### src/rtl/uart_rx.sv
`default_nettype none
// ============================================================================
// Module   : uart_rx
// Purpose  : 8N1 UART receiver. Double-flop synchronises the asynchronous rx
//            line, samples each bit once at its mid-point using a bit timer,
//            and hands received bytes to the consumer through a one-entry
//            valid/ready output register. Framing and overrun errors are
//            reported as one-cycle pulses.
// Ports    : clk           - system clock, rising edge
//            reset         - asynchronous, active-high reset
//            rx            - serial line, idle high, asynchronous to clk
//            rx_data[7:0]  - received byte, stable while rx_valid=1
//            rx_valid      - rx_data holds an unconsumed byte
//            rx_ready      - consumer accepts byte when rx_valid & rx_ready
//            frame_error   - one-cycle pulse, stop bit sampled low
//            overrun_error - one-cycle pulse, byte dropped (register full)
//            busy          - receiver is in any state other than IDLE
// Revision : 1.0 - initial release
// ============================================================================
module uart_rx #(
  parameter int CLKS_PER_BIT = 16,  // even, >= 4
  parameter int CNT_W        = 16   // must hold CLKS_PER_BIT-1
) (
  input  logic       clk,
  input  logic       reset,
  input  logic       rx,
  output logic [7:0] rx_data,
  output logic       rx_valid,
  input  logic       rx_ready,
  output logic       frame_error,
  output logic       overrun_error,
  output logic       busy
);

  // Timer terminal counts. The START state counts to the half-bit point so
  // every later sample lands one full bit period after the previous one.
  localparam logic [CNT_W-1:0] HALF_M1 = CNT_W'(CLKS_PER_BIT / 2 - 1);
  localparam logic [CNT_W-1:0] FULL_M1 = CNT_W'(CLKS_PER_BIT - 1);
  localparam logic [CNT_W-1:0] CNT_ONE = CNT_W'(1);

  typedef enum logic [2:0] {
    S_IDLE      = 3'd0,
    S_START     = 3'd1,
    S_DATA      = 3'd2,
    S_STOP      = 3'd3,
    S_WAIT_HIGH = 3'd4
  } state_t;

  state_t           state_q;
  logic             sync1_q;
  logic             sync2_q;
  logic [CNT_W-1:0] timer_q;
  logic [2:0]       bit_idx_q;
  logic [7:0]       shift_q;
  logic [7:0]       rx_data_q;
  logic             rx_valid_q;
  logic             frame_error_q;
  logic             overrun_error_q;

  logic             rx_s;
  logic             half_pt_d;
  logic             bit_pt_d;
  logic             can_load_d;

  assign rx_s       = sync2_q;
  assign half_pt_d  = (timer_q == HALF_M1);
  assign bit_pt_d   = (timer_q == FULL_M1);
  // The output register is free if empty or being drained on this same edge.
  assign can_load_d = ~rx_valid_q | rx_ready;

  // Synchroniser flops reset to the idle line level so that reset release
  // never looks like a start bit.
  always_ff @(posedge clk or posedge reset) begin
    if (reset) begin
      sync1_q <= 1'b1;
      sync2_q <= 1'b1;
    end else begin
      sync1_q <= rx;
      sync2_q <= sync1_q;
    end
  end

  always_ff @(posedge clk or posedge reset) begin
    if (reset) begin
      state_q         <= S_IDLE;
      timer_q         <= '0;
      bit_idx_q       <= 3'd0;
      shift_q         <= 8'h00;
      rx_data_q       <= 8'h00;
      rx_valid_q      <= 1'b0;
      frame_error_q   <= 1'b0;
      overrun_error_q <= 1'b0;
    end else begin
      frame_error_q   <= 1'b0;
      overrun_error_q <= 1'b0;

      // Consumer handshake; a byte loading on this same edge overrides it.
      if (rx_valid_q && rx_ready) begin
        rx_valid_q <= 1'b0;
      end

      case (state_q)
        S_IDLE: begin
          // Timer held at zero so each frame restarts timing from its own t0.
          timer_q <= '0;
          if (!rx_s) begin
            state_q <= S_START;
          end
        end

        S_START: begin
          if (half_pt_d) begin
            timer_q <= '0;
            if (!rx_s) begin
              state_q   <= S_DATA;
              bit_idx_q <= 3'd0;
            end else begin
              // Line went high again before mid-start: treat as a glitch.
              state_q <= S_IDLE;
            end
          end else begin
            timer_q <= timer_q + CNT_ONE;
          end
        end

        S_DATA: begin
          if (bit_pt_d) begin
            timer_q            <= '0;
            shift_q[bit_idx_q] <= rx_s;
            bit_idx_q          <= bit_idx_q + 3'd1;
            if (bit_idx_q == 3'd7) begin
              state_q <= S_STOP;
            end
          end else begin
            timer_q <= timer_q + CNT_ONE;
          end
        end

        S_STOP: begin
          if (bit_pt_d) begin
            timer_q <= '0;
            if (rx_s) begin
              state_q <= S_IDLE;
              if (can_load_d) begin
                rx_data_q  <= shift_q;
                rx_valid_q <= 1'b1;
              end else begin
                overrun_error_q <= 1'b1;
              end
            end else begin
              frame_error_q <= 1'b1;
              state_q       <= S_WAIT_HIGH;
            end
          end else begin
            timer_q <= timer_q + CNT_ONE;
          end
        end

        S_WAIT_HIGH: begin
          // Hold off until the line is released so a break yields one error.
          if (rx_s) begin
            state_q <= S_IDLE;
          end
        end

        default: begin
          state_q <= S_IDLE;
        end
      endcase
    end
  end

  assign rx_data       = rx_data_q;
  assign rx_valid      = rx_valid_q;
  assign frame_error   = frame_error_q;
  assign overrun_error = overrun_error_q;
  assign busy          = (state_q != S_IDLE);

endmodule
`default_nettype wire

### config.mk
export PLATFORM = sky130hd
export DESIGN_NAME = uart_rx
export DESIGN_NICKNAME = d
export VERILOG_FILES = /design/src/rtl/uart_rx.sv
export SDC_FILE = /design/constraint.sdc
export NUM_CORES = 1
export LEC_CHECK = 0
export CAP_MARGIN = 20
export CORE_MARGIN = 3
export CORE_UTILIZATION = 34
export CTS_CLUSTER_SIZE = 20
export DETAILED_ROUTE_END_ITERATION = 8
export PLACE_DENSITY = 0.59
export SLEW_MARGIN = 25
export SYNTH_ARGS = -nofsm -noshare
export SYNTH_HDL_FRONTEND = slang
export SYNTH_SLANG_ARGS = --single-unit
### constraint.sdc
create_clock -name clk -period 1.8 [get_ports clk]
set_input_delay 0.36 -clock clk [delete_from_list [all_inputs] [get_ports clk]]
set_output_delay 0.36 -clock clk [all_outputs]
set_load 0.1 [all_outputs]
==> impl_metrics.csv <==
group,metric,value,unit
clocking,clockBufferDepth,2,
worst_setup_path,crit_path_end_kind,"register",
status,status,"finished with violations",
power_and_ir_drop,netSwitchingFraction,0.337,
clocking,cts_made_buffers,5,
drt,drtIter0Drc,140,
worst_setup_path,crit_path_top_delay_cell,"dfrtp_1",
sta,slew_headroom,0.756,
drt,post_drt_wl_per_cell,14.8,µm
placed_design,place_inst,322,
worst_setup_path,cp-start-kind,"register",
clocking,cts_tree,"yes",
worst_setup_path,path_cells,"nor4_4 > buf_4 > nand4_4 > nor2_4 > buf_8 > mux2_2",
drt,routed_wl,5010,µm
sta,grt_setup_unrepaired,"true",
sta,finClkSkew,5.77,ps
sta,worst_slew_pin_slew,363,ps
drt,vias,1776,
global_route,grt.overflow.total,0,
hold_path,min_to,"rx_s$_DFF_PP1_",
hold_path,min_delay_path_depth,0,
sta,timing.fmax,0.531,GHz
placed_design,preCtsSetupSlack,-55.6,ps
power_and_ir_drop,p_sw,0.899,mW
synthesis,yosysWarnings,0,
sta,fin_crit_sh,1.05,
power_and_ir_drop,combPwrFrac,0.300,
worst_setup_path,crit_type,"register to register",
layout,antenna_cells,0,
worst_setup_path,worstPathMaxFanout,8,
floorplan,die_x,85.8,µm
sta,period_needed,1880,ps
synthesis,ys_seq_area_frac,0.499,
placed_design,routabilityCongestion,0.858,
worst_setup_path,r2r_cells,6,
synthesis,syn_avg_cell_area,10.7,µm²
worst_setup_path,r2r_setup_slack,-80,ps
worst_setup_path,worstPathArrival,2080,ps
floorplan,rows,28,
global_route,antenna_found_initial,0,
hold_path,min-delay-start,"sync1_q$_DFF_PP1_",
synthesis,synthesis.area,2160,µm²
synthesis,yosysUniqueCellTypes,46,
worst_setup_path,crit_family,"simple AND/OR/NAND/NOR gates",
global_route,grt_pass1_vias,1670,
worst_setup_path,worst-endpoint-required,1990,ps
global_route,grt_max_degree,44,
worst_setup_path,critPathMaxStageDelay,410,ps
clocking,holdBufCountCts,0,
layout,nNetsFinal,269,
placed_design,port_buffers,15,
drt,drc_errors,0,
sta,hold_viol,0,
power_and_ir_drop,leakage,1.36,nW
layout,final_layout_size_suffix_gt1_frac,0.414,
power_and_ir_drop,clkPwrFrac,0.288,
worst_setup_path,r2r-start,"timer_q[14]$_DFFE_PP0P_",
sta,setup_violations,19,
sta,maxSlewViolCount,0,
sta,fin_ws,-81.7,ps
clocking,insertion_delay,300,ps
layout,area_delta_synth_final,45.5,%
power_and_ir_drop,power_density,849,nW/µm²
floorplan,dieArea,7360,µm²
global_route,grtUsageTotal,0.142,
clocking,h-tree-depth,2,
power_and_ir_drop,ir_worst_vdd,0.932,mV
worst_setup_path,rr_endpoint,"rx_data[6]$_DFFE_PP0P_",
drt,viasPerCell,5.25,
global_route,grt_first_pass_wirelength,8310,µm
run,cap_violations,0,
layout,fin_cells,338,
power_and_ir_drop,p_int,1.77,mW
synthesis,synth_cells,202,
drt,first_pass_iters,4,
floorplan,die_y,85.8,µm
drt,ant_nets,0,
clocking,clk_pin_slew,90,ps
floorplan,io_pins,16,
clocking,clock-sinks,43,
floorplan,initial_core_util,0.359,
placed_design,hpwl,3180,µm
layout,fillers,524,
power_and_ir_drop,p_seq_frac,0.412,
hold_path,min_path_type,"register to register",
status,violations,"negative setup slack",
floorplan,core_area,6030,µm²
clocking,clockRootBuffer,"clkbuf_8",
synthesis,yosys_register_bits,43,
worst_setup_path,crit_buf_inv,2,
synthesis,syn_nets,209,
per-layer routing:
layer  track usage  part of all wire  up-vias
li1              -                 -      856
met1         0.202              0.49      877
met2         0.214              0.46       35
met3        0.0231             0.030        8
met4        0.0576             0.016        0
met5             0                 0        -
cells in the final DEF, fill, tap and decap left out, types with 3 or more instances in the layout:
master / instances
a21oi_1: 5
a21oi_2: 3
a31oi_1: 3
buf_12: 14
buf_4: 38
buf_6: 5
clkbuf_8: 5
clkdlybuf4s50_1: 3
dfrtp_1: 40
ha_1: 3
inv_1: 7
mux2_2: 7
mux2_4: 9
nand2_1: 10
nand2b_1: 4
nand3_1: 8
nand4_1: 5
nand4_4: 3
nor2_1: 17
nor3_1: 4
nor4_1: 4
nor4_2: 3
nor4_4: 6
o21ai_0: 9
xnor2_1: 7
timing repair:
item,CTS,global route
pin swaps,8,12
cloned,1,1
setup buffers,3,3
setup endpoints to repair,25,35
gates resized for setup,13,26
metrics by stage:
step / area (µm²) / total power [mW] / hold slack [ps] / setup TNS (ps) / utilization
floorplan: 2170 / 1.55 / 345 / -249 / -
global placement: 2790 / 1.82 / 346 / -125 / 0.463
detailed placement: 2790 / 1.83 / 347 / -209 / 0.463
CTS: 3000 / 2.63 / 360 / -346 / 0.499
global route: 3150 / 2.83 / 361 / -2570 / 0.522
finish: 3150 / 2.67 / 360 / -721 / 0.522
sequential cells by signal, summed over array words and instances, names as in the netlist:
register       count
bit_idx_q          3
frame_error        1
overrun_error      1
rx_data            8
rx_s               1
rx_valid           1
shift_q            8
state_q            3
sync1_q            1
timer_q           16
cells in the mapped netlist, drive strengths merged:
library cell   n  share of area
dfrtp         41           0.47
or3            2         0.0058
nand2b         4          0.012
nor2          19          0.034
clkbuf         6          0.011
a31oi          3         0.0087
a22oi          2         0.0069
dfstp          2          0.024
nand3          9          0.021
a32oi          1         0.0040
and4           2         0.0081
a21oi          8          0.019
nor3           4         0.0093
a221oi         1         0.0069
o21ai         10          0.023
nor4          13          0.058
mux2          16          0.083
or2            1         0.0029
a2111o         1         0.0052
clkinv         1         0.0017
nor2b          1         0.0029
a311oi         1         0.0040
and4b          1         0.0046
o22ai          1         0.0029
buf            3          0.011
nand4          7          0.030
ha             3          0.017
a211oi         1         0.0035
and3           3         0.0087
a211o          1         0.0040
inv            8          0.014
nor3b          1         0.0035
xnor2          7          0.028
nand4b         2         0.0081
nand2         11          0.019
and3b          1         0.0040
xor2           1         0.0040
nand3b         2         0.0069
a31o           1         0.0040
cell type report:
class | count | area (µm²) | area share
Clock inverter | 3 | 43.8 | 0.0139
Timing Repair Buffer | 61 | 667 | 0.212
Sequential cell | 43 | 1080 | 0.343
Inverter | 9 | 33.8 | 0.0107
Tap cell | 75 | 93.8 | 0.0298
Multi-Input combinational cell | 142 | 1160 | 0.369
Clock buffer | 5 | 68.8 | 0.0219
power by group through the flow:
| stage | Combinational, mW | Clock (mW) | Sequential [mW] |
|---|---|---|---|
| after global routing | 0.883 | 0.834 | 1.11 |
| after floorplan | 0.461 | 0 | 1.09 |
| final | 0.801 | 0.770 | 1.10 |
| after CTS | 0.735 | 0.797 | 1.09 |
| after global placement | 0.704 | 0 | 1.11 |
| after detailed placement | 0.714 | 0 | 1.11 |
worst max path at each step:
stage	from	end	slack, ps	cells past startpoint
CTS	timer_q[13]$_DFFE_PP0P_	state_q[0]$_DFFE_PP0P_	-40	6
floorplan	timer_q[7]$_DFFE_PP0P_	shift_q[2]$_DFFE_PP0P_	-60	5
global placement	timer_q[8]$_DFFE_PP0P_	shift_q[4]$_DFFE_PP0P_	-60	4
global route	timer_q[14]$_DFFE_PP0P_	rx_data[6]$_DFFE_PP0P_	-150	6
detailed placement	timer_q[8]$_DFFE_PP0P_	shift_q[5]$_DFFE_PP0P_	-60	4
finish	timer_q[14]$_DFFE_PP0P_	rx_data[6]$_DFFE_PP0P_	-80	6
cells by family after synthesis:
| family | share of synthesized area |
|---|---|
| flops | 0.499 |
| simple gates | 0.239 |
| buf+inv | 0.0376 |
| mux | 0.0833 |
| fa+ha+maj | 0.0174 |
| xor+xnor | 0.0324 |
| compound gates | 0.0920 |
(Power assumes the default switching activity.)
